**src/rtl/polar_encoder_serial.sv**
```systemverilog
// Serial polar encoder: loads info bits around frozen zeros, runs the
// log2(N) butterfly stages one per cycle, then streams P bits per beat.
module polar_encoder_serial #(
    parameter int           N           = 16,
    parameter int           P           = 8,
    parameter logic [N-1:0] FROZEN_MASK = 16'h033F
) (
    input  logic         clk,
    input  logic         rst_n,
    input  logic         in_valid,
    output logic         in_ready,
    input  logic         in_bit,
    output logic         out_valid,
    input  logic         out_ready,
    output logic [P-1:0] out_bits,
    output logic         out_last
);

    localparam int LOGN = $clog2(N);
    localparam int NB   = N / P;
    localparam int IW   = LOGN;
    localparam int SW   = $clog2(LOGN);
    localparam int BW   = (NB > 1) ? $clog2(NB) : 1;

    typedef enum logic [1:0] {
        LOAD = 2'd0,
        ENC  = 2'd1,
        OUT  = 2'd2
    } state_t;

    state_t        state_q;
    state_t        state_d;
    logic [IW-1:0] idx;
    logic [SW-1:0] stage;
    logic [BW-1:0] beat;
    logic [N-1:0]  x;
    logic [N-1:0]  x_enc;
    logic          frozen_here;
    logic          load_step;
    logic          load_done;
    logic          enc_done;
    logic          out_done;

    // Per-phase progress flags shared by the FSM and the datapath
    always_comb begin
        frozen_here = FROZEN_MASK[idx];
        load_step   = (state_q == LOAD) && (frozen_here || (in_valid && in_ready));
        load_done   = load_step && (idx == IW'(N - 1));
        enc_done    = (state_q == ENC) && (stage == SW'(LOGN - 1));
        out_done    = (state_q == OUT) && out_ready && (beat == BW'(NB - 1));
    end

    // One butterfly stage: pairs (lo, lo + 2^s) with bit s of lo clear
    always_comb begin
        x_enc = x;
        for (int s = 0; s < LOGN; s++) begin
            if (stage == SW'(s)) begin
                for (int j = 0; j < N / 2; j++) begin
                    x_enc[((j >> s) << (s + 1)) | (j & ((1 << s) - 1))] =
                        x[((j >> s) << (s + 1)) | (j & ((1 << s) - 1))] ^
                        x[(((j >> s) << (s + 1)) | (j & ((1 << s) - 1))) + (1 << s)];
                end
            end
        end
    end

    // State register
    always_ff @(posedge clk or negedge rst_n) begin
        if (!rst_n) begin
            state_q <= LOAD;
        end else begin
            state_q <= state_d;
        end
    end

    // Next-state logic
    always_comb begin
        state_d = state_q;
        unique case (state_q)
            LOAD:    if (load_done) state_d = ENC;
            ENC:     if (enc_done)  state_d = OUT;
            OUT:     if (out_done)  state_d = LOAD;
            default: state_d = LOAD;
        endcase
    end

    // Outputs decoded from registered state only (no input feed-through)
    always_comb begin
        in_ready  = 1'b0;
        out_valid = 1'b0;
        out_last  = 1'b0;
        out_bits  = '0;
        unique case (state_q)
            LOAD: in_ready = ~frozen_here;
            ENC:  ;
            OUT: begin
                out_valid = 1'b1;
                out_last  = (beat == BW'(NB - 1));
                for (int k = 0; k < P; k++) begin
                    out_bits[P-1-k] = x[int'(beat) * P + k];
                end
            end
            default: ;
        endcase
    end

    // Position / stage / beat counters and the codeword register
    always_ff @(posedge clk or negedge rst_n) begin
        if (!rst_n) begin
            idx   <= '0;
            stage <= '0;
            beat  <= '0;
            x     <= '0;
        end else begin
            unique case (state_q)
                LOAD: begin
                    if (load_step) begin
                        x[idx] <= frozen_here ? 1'b0 : in_bit;
                        idx    <= idx + 1'b1;
                    end
                end
                ENC: begin
                    x     <= x_enc;
                    stage <= enc_done ? '0 : stage + 1'b1;
                end
                OUT: begin
                    if (out_ready) begin
                        if (out_done) begin
                            beat <= '0;
                            idx  <= '0;
                            x    <= '0;
                        end else begin
                            beat <= beat + 1'b1;
                        end
                    end
                end
                default: ;
            endcase
        end
    end

endmodule

```
**config.mk**
```make
export PLATFORM = sky130hd
export DESIGN_NAME = polar_encoder_serial
export DESIGN_NICKNAME = d
export VERILOG_FILES = /design/src/rtl/polar_encoder_serial.sv
export SDC_FILE = /design/constraint.sdc
export NUM_CORES = 1
export LEC_CHECK = 0
export BUFFER_PORTS_ARGS = -buffer_cell sky130_fd_sc_hd__buf_2
export CAP_MARGIN = 20
export CORE_UTILIZATION = 50
export DETAILED_ROUTE_END_ITERATION = 12
export GPL_ROUTABILITY_DRIVEN = 1
export PLACE_DENSITY = 0.77
export SLEW_MARGIN = 25
export SYNTH_ARGS = -nofsm -noshare
export SYNTH_HDL_FRONTEND = slang
export SYNTH_SLANG_ARGS = --single-unit
```
**constraint.sdc**
```tcl
create_clock -name clk -period 5.9 [get_ports clk]
set_input_delay 1.18 -clock clk [delete_from_list [all_inputs] [get_ports clk]]
set_output_delay 1.18 -clock clk [all_outputs]
set_load 0.03 [all_outputs]
```
==> results of run 1 <==
==> cells in the mapped netlist (3+ instances only) <==
cell type and number:
o41ai_1 6, and2_1 3, nor3b_1 4, nand2b_1 9, o22a_1 3, nor2b_1 11
o21ai_0 15, xnor2_1 6, mux2_2 5, nor3_1 6, nand3_1 7, o31ai_1 3
dfrtp_1 25, ha_1 13, a22o_1 9, nor2_1 15, o211ai_1 5, inv_1 11
mux2i_1 19, clkbuf_1 10, buf_1 3, a21oi_1 14, nand2_1 11
==> metrics by stage <==
step	instance area, um^2	std cells	setup WS (ns)
after floorplan	2150	245	3.05
after global placement	2200	294	3.19
after detailed placement	2200	294	3.15
after CTS	2250	298	2.91
after global routing	2250	298	2.78
final	2250	298	2.94
==> final cells by class <==
| type | count | area, um^2 | share of cell area, % |
|---|---|---|---|
| flip-flops and latches | 25 | 626 | 27.8 |
| clock buffers | 4 | 45.0 | 2.00 |
| well taps | 50 | 62.6 | 2.78 |
| repair buffers | 15 | 75.1 | 3.34 |
| multi-input cells | 193 | 1400 | 62.2 |
| inverters | 11 | 41.3 | 1.84 |
==> critical path, delay by kind of cell, from the launching register on <==
kind | cells | cell delay, ns
adder cells (fa/ha/maj) | 1 | 0.56
buffers and inverters | 2 | 0.34
flip-flops | 1 | 0.41
AND/OR/NAND/NOR | 1 | 0.20
==> per-layer routing <==
layer | GRT usage (%) | share of wire, %
met3 | 2.36 | 5.0
met5 | 0 | 0
met4 | 13.3 | 1.8
met2 | 39.7 | 47
met1 | 36.7 | 46
==> worst paths after layout <==
| kind | endpoint | from | depth (start not counted) | slack [ns] |
|---|---|---|---|---|
| max | out_bits[2] | state_q[0]$_DFFE_PN0P_ | 4 | 2.94 |
| min | register | register | 1 | 0.54 |
| max reg2reg | register | state_q[0]$_DFFE_PN0P_ | 5 | 3.32 |
| min reg2reg | register | register | 1 | 0.54 |
| max in group asynchronous | stage[0]$_DFFE_PN0P_ | rst_n | 1 | 4.61 |
| min in group asynchronous | asynchronous set/reset pin | rst_n | 1 | 0.90 |
==> power by group <==
| group | internal, mW | switching [mW] | total (mW) |
|---|---|---|---|
| combinational | 0.348 | 0.514 | 0.863 |
| sequential | 0.234 | 0.120 | 0.354 |
| clock | 0.0485 | 0.0579 | 0.106 |
| total | 0.630 | 0.693 | 1.32 |
==> cell families after synthesis <==
kind of cell | count (synthesis) | synth area share, %
AND/OR/NAND/NOR | 75 | 18.7
AO/OA/AOI/OAI | 74 | 24.3
buffers and inverters | 27 | 5.93
flip-flops | 25 | 29.1
multiplexers | 24 | 11.5
adder cells (fa/ha/maj) | 14 | 8.09
XOR/XNOR | 6 | 2.44
==> results.json, run 1 <==
{
  "status": "finished clean",
  "cts_inserted_buffers": 3,
  "hpwl_um": 3660,
  "syn_to_final_growth_pct": 4.48,
  "grt_use_total_pct": 26.2,
  "numClockSinks": 25,
  "netlist.area_leader.share_pct": 29.1,
  "syn_inst": 245,
  "synth-seq-cells": 25,
  "cts_root_buf": "clkbuf_8",
  "drtPass1Iterations": 5,
  "crit_path_end_kind": "output port",
  "first_iter_violations": 139,
  "syn_nets": 263,
  "grt_setup_unrepaired": "false",
  "postSynthAreaPerCell_um2": 8.78,
  "drive_above_1_share_pct": 10.9,
  "clockBufferDepth": 2,
  "cts_tree": "yes",
  "arrival_ns": 1.78,
  "ys_top_cells_by_area": "dfrtp_1 29%, mux2i_1 8.8%, ha_1 7.6%",
  "cts.clk_slew.worst_paths_ns": 0.09,
  "fin_nets": 267,
  "maxClockFrequency_mhz": 338,
  "period_share_pct": 50.2,
  "hold_violations": 0,
  "maxSlewHeadroom_pct": 32.4,
  "skew_ns": 0.00640,
  "hp-class": "register to register",
  "vias": 1876,
  "gr-total-overflow": 0,
  "cts_resized": 0,
  "crit_required_ns": 4.72,
  "gp_congestion": 0.948,
  "ys.warnings.count": 0,
  "routed_wl_um": 5270,
  "dieArea_um2": 4570,
  "cpMaxStageDelayCell": "ha_1",
  "coreArea_um2": 4060,
  "initial_core_util_pct": 53.0,
  "critPathKind": "register to output port",
  "wl_per_cell_um": 17.7,
  "crit_path_start_kind": "register",
  "io_buffers": 15,
  "ant_nets": 0,
  "peakVddDrop_v": 0.000222,
  "cts_setup_buffers": 0,
  "timing.hold.ws_ns": 0.542,
  "slowest_delay_ns": 0.56,
  "ys_types": 44,
  "final_common_cell": "dfrtp_1",
  "synth_area_um2": 2150,
  "via_per_inst": 6.30,
  "drc_errors": 0,
  "rows": 23,
  "fill_cells": 375,
  "final_cell_mix": "25 x dfrtp_1, 19 x mux2i_1, 15 x nor2_1, 15 x o21ai_0, 15 x buf_2",
  "clkLatencyLatePin_ns": 0.28,
  "async_flop_share_pct": 100,
  "antenna_found_initial": 0,
  "setup_violations": 0,
  "power_mw": 1.32,
  "die_w_um": 67.6,
  "synth.largest_area_cell": "dfrtp_1",
  "io_pins": 16,
  "critical_path_peak_fanout": 18,
  "maxSlewViolCount": 0,
  "yosysSeqAreaShare_pct": 29.1,
  "fin_util_pct": 55.4,
  "grt_pass1_wl_um": 8920,
  "die_h_um": 67.6,
  "leakage_nw": 0.983,
  "diodes": 0,
  "post-route-min-period_ns": 2.96,
  "grt_max_degree": 26,
  "cap_violations": 0,
  "hold_buffers": 0,
  "synth-main-ff-cell": "dfrtp_1",
  "powerDensity_nw_per_um2": 589,
  "path_cells": "inv_1 > ha_1 > nor2b_1 > buf_2",
  "h-tree-depth": 1,
  "fin_tns_setup_ns": 0,
  "worstMarginPinSlew_ns": 1.00,
  "synth-edff-count": 0,
  "grt_pass1_vias": 1799
}
No activity file was read; power rests on OpenSTA's default activity.
==> run 2, diff against run 1 <==
- ABC_AREA: not set -> 1
- clock period: 5.9 -> 2.9 ns (I/O delays scaled with it)
==> results.json, run 2 <==
{
  "status": "finished clean",
  "powerDensity_nw_per_um2": 1170,
  "io_buffers": 15,
  "switchingPower_mw": 1.67,
  "hpwl_um": 4340,
  "leakage_nw": 1.22,
  "ant_nets": 0,
  "fill_cells": 431,
  "grt_max_degree": 26,
  "yosysSeqAreaShare_pct": 26.2,
  "seqPwrFrac_pct": 23.6,
  "synth-main-ff-cell": "dfrtp_1",
  "worstMarginPinSlew_ns": 0.646,
  "timing.critical_path.from": "state_q[0]$_DFFE_PN0P_",
  "dieArea_um2": 5060,
  "cts.clk_slew.worst_paths_ns": 0.09,
  "post-route-min-period_ns": 2.53,
  "r2r_setup_slack_ns": 0.73,
  "diodes": 0,
  "critical_path_peak_fanout": 15,
  "setup_violations": 0,
  "antenna_found_initial": 0,
  "crit_path_start_kind": "register",
  "synth-edff-count": 0,
  "maxClockFrequency_mhz": 396,
  "drc_errors": 0,
  "rows": 24,
  "final_cell_mix": "101 x nand2_1, 48 x o21ai_0, 39 x inv_1",
  "async_flop_share_pct": 100,
  "synth-seq-cells": 25,
  "die_w_um": 71.1,
  "syn_nets": 377,
  "drive_above_1_share_pct": 12.6,
  "ys.warnings.count": 0,
  "clkLatencyLatePin_ns": 0.27,
  "synth_area_um2": 2390,
  "ys_types": 32,
  "critPathKind": "register to output port",
  "timing.hold.ws_ns": 0.299,
  "finalNonFillerCells": 417,
  "gp_congestion": 0.898,
  "via_per_inst": 5.64,
  "gr-total-overflow": 0,
  "grt_pass1_vias": 2174,
  "synth.largest_area_cell": "dfrtp_1",
  "fin_nets": 384,
  "coreArea_um2": 4470,
  "first_iter_violations": 149,
  "internal-power_mw": 1.21,
  "cts_root_buf": "clkbuf_8",
  "synth_common_cells": "101 x nand2_1, 48 x o21ai_0, 39 x inv_1, 33 x nand3_1, 25 x dfrtp_1",
  "fin_tns_setup_ns": 0,
  "syn_to_final_growth_pct": 3.20,
  "h-tree-depth": 1,
  "maxSlewHeadroom_pct": 57.0,
  "multiInputGateArea_um2": 1470,
  "cts_inserted_buffers": 3,
  "crit_required_ns": 2.32,
  "p_sw_share_pct": 57.9,
  "p_comb_share_pct": 68.8,
  "hold_buffers": 0,
  "syn_inst": 359,
  "crit_path_end_kind": "output port",
  "grt_use_total_pct": 25.0,
  "grt_setup_unrepaired": "false",
  "hp-class": "input port to asynchronous set/reset pin",
  "cap_violations": 0,
  "numClockSinks": 25,
  "cts_setup_buffers": 0,
  "netlist.area_leader.share_pct": 26.2,
  "p_clk_share_pct": 7.6,
  "post-synth-top-count-cell": "nand2_1",
  "initial_core_util_pct": 53.4,
  "arrival_ns": 1.95,
  "r2r_cells": 8,
  "ys_top_cells_by_area": "dfrtp_1 26%, nand2_1 16%, o21ai_0 10%",
  "wl_per_cell_um": 14.2,
  "power_mw": 2.88,
  "peakVddDrop_v": 0.000774,
  "dp_cells": 413,
  "routed_wl_um": 5920,
  "drtPass1Iterations": 6,
  "cts_tree": "yes",
  "hold_violations": 0,
  "grt_pass1_wl_um": 10000,
  "period_share_pct": 87.1,
  "dpl_cell_area_um2": 2420,
  "crit_end": "out_bits[7]",
  "cts_resized": 0,
  "skew_ns": 0.00144,
  "maxSlewViolCount": 0,
  "final_common_cell": "nand2_1",
  "postSynthAreaPerCell_um2": 6.65,
  "io_pins": 16,
  "vias": 2353,
  "seq_area_um2": 626,
  "r2r-start": "state_q[0]$_DFFE_PN0P_",
  "die_h_um": 71.1,
  "finalInstanceArea_um2": 2460,
  "clockBufferDepth": 2
}
[run 2: changes by cell type after synthesis, sizes merged, moves of 5 or more]
cell    change
mux2        -5
xnor2       -6
nor2       +10
nor2b      -11
nand2      +95
o41ai       -6
clkbuf      -7
o21ai      +38
inv        +35
a21oi       +7
a22o        -9
nand2b      -9
nand3      +26
mux2i      -19
[run 2: power groups by stage]
stage | sequential [mW] | combinational (mW) | clock (mW)
final | 0.679 | 1.98 | 0.219
after global routing | 0.705 | 2.24 | 0.234
after CTS | 0.676 | 1.96 | 0.224
after detailed placement | 0.681 | 1.95 | 0
after global placement | 0.678 | 1.92 | 0
after floorplan | 0.570 | 1.71 | 0
[run 2: layer usage]
metal	up-vias	global-route usage [%]	wire [um]	share of wire (%)
li1	1184	-	-	-
met4	0	9.33	105	1.8
met1	1067	34.4	2760	47
met3	15	2.71	360	6.1
met2	87	40.5	2700	46
met5	-	0	0	0
[run 2: worst min-delay path by stage]
stage               startpoint                         end  slack, ns  depth (start not counted)
floorplan                rst_n  asynchronous set/reset pin       0.28                          0
detailed placement    register                    register       0.50                          2
global route             rst_n  asynchronous set/reset pin       0.35                          1
global placement      register                    register       0.49                          2
CTS                      rst_n  asynchronous set/reset pin       0.32                          1
finish                   rst_n  asynchronous set/reset pin       0.30                          1
[run 2: kinds of logic after synthesis]
group / after synthesis / share of synthesized area [%]
adders and majority gates: 13 / 6.81
xor gates and xnor gates: 2 / 0.734
DFF: 25 / 26.2
AOI/OAI and AO/OA: 84 / 18.9
and+or+nand+nor: 176 / 35.2
buffers and inverters: 59 / 12.2
[run 2: cell type report]
cell class | instances | area share, %
clock buffers | 4 | 1.83
flip-flops and latches | 25 | 25.4
well taps | 52 | 2.64
repair buffers | 15 | 3.05
multi-input cells | 275 | 59.7
inverters | 46 | 7.41
[run 2: worst max-delay path, cell delays in order (launching register included)]
cell and delay [ns]:
dfrtp_1 0.42, inv_1 0.12, ha_1 0.55, o21ai_0 0.20, a21oi_1 0.15, buf_2 0.22
[run 2: per-stage QoR]
step,worst slack [ns],util [%]
final,0.374,55.1
after global routing,0.191,55.1
after CTS,0.347,55.1
after detailed placement,0.664,54.1
after global placement,0.747,54.1
after floorplan,0.546,-
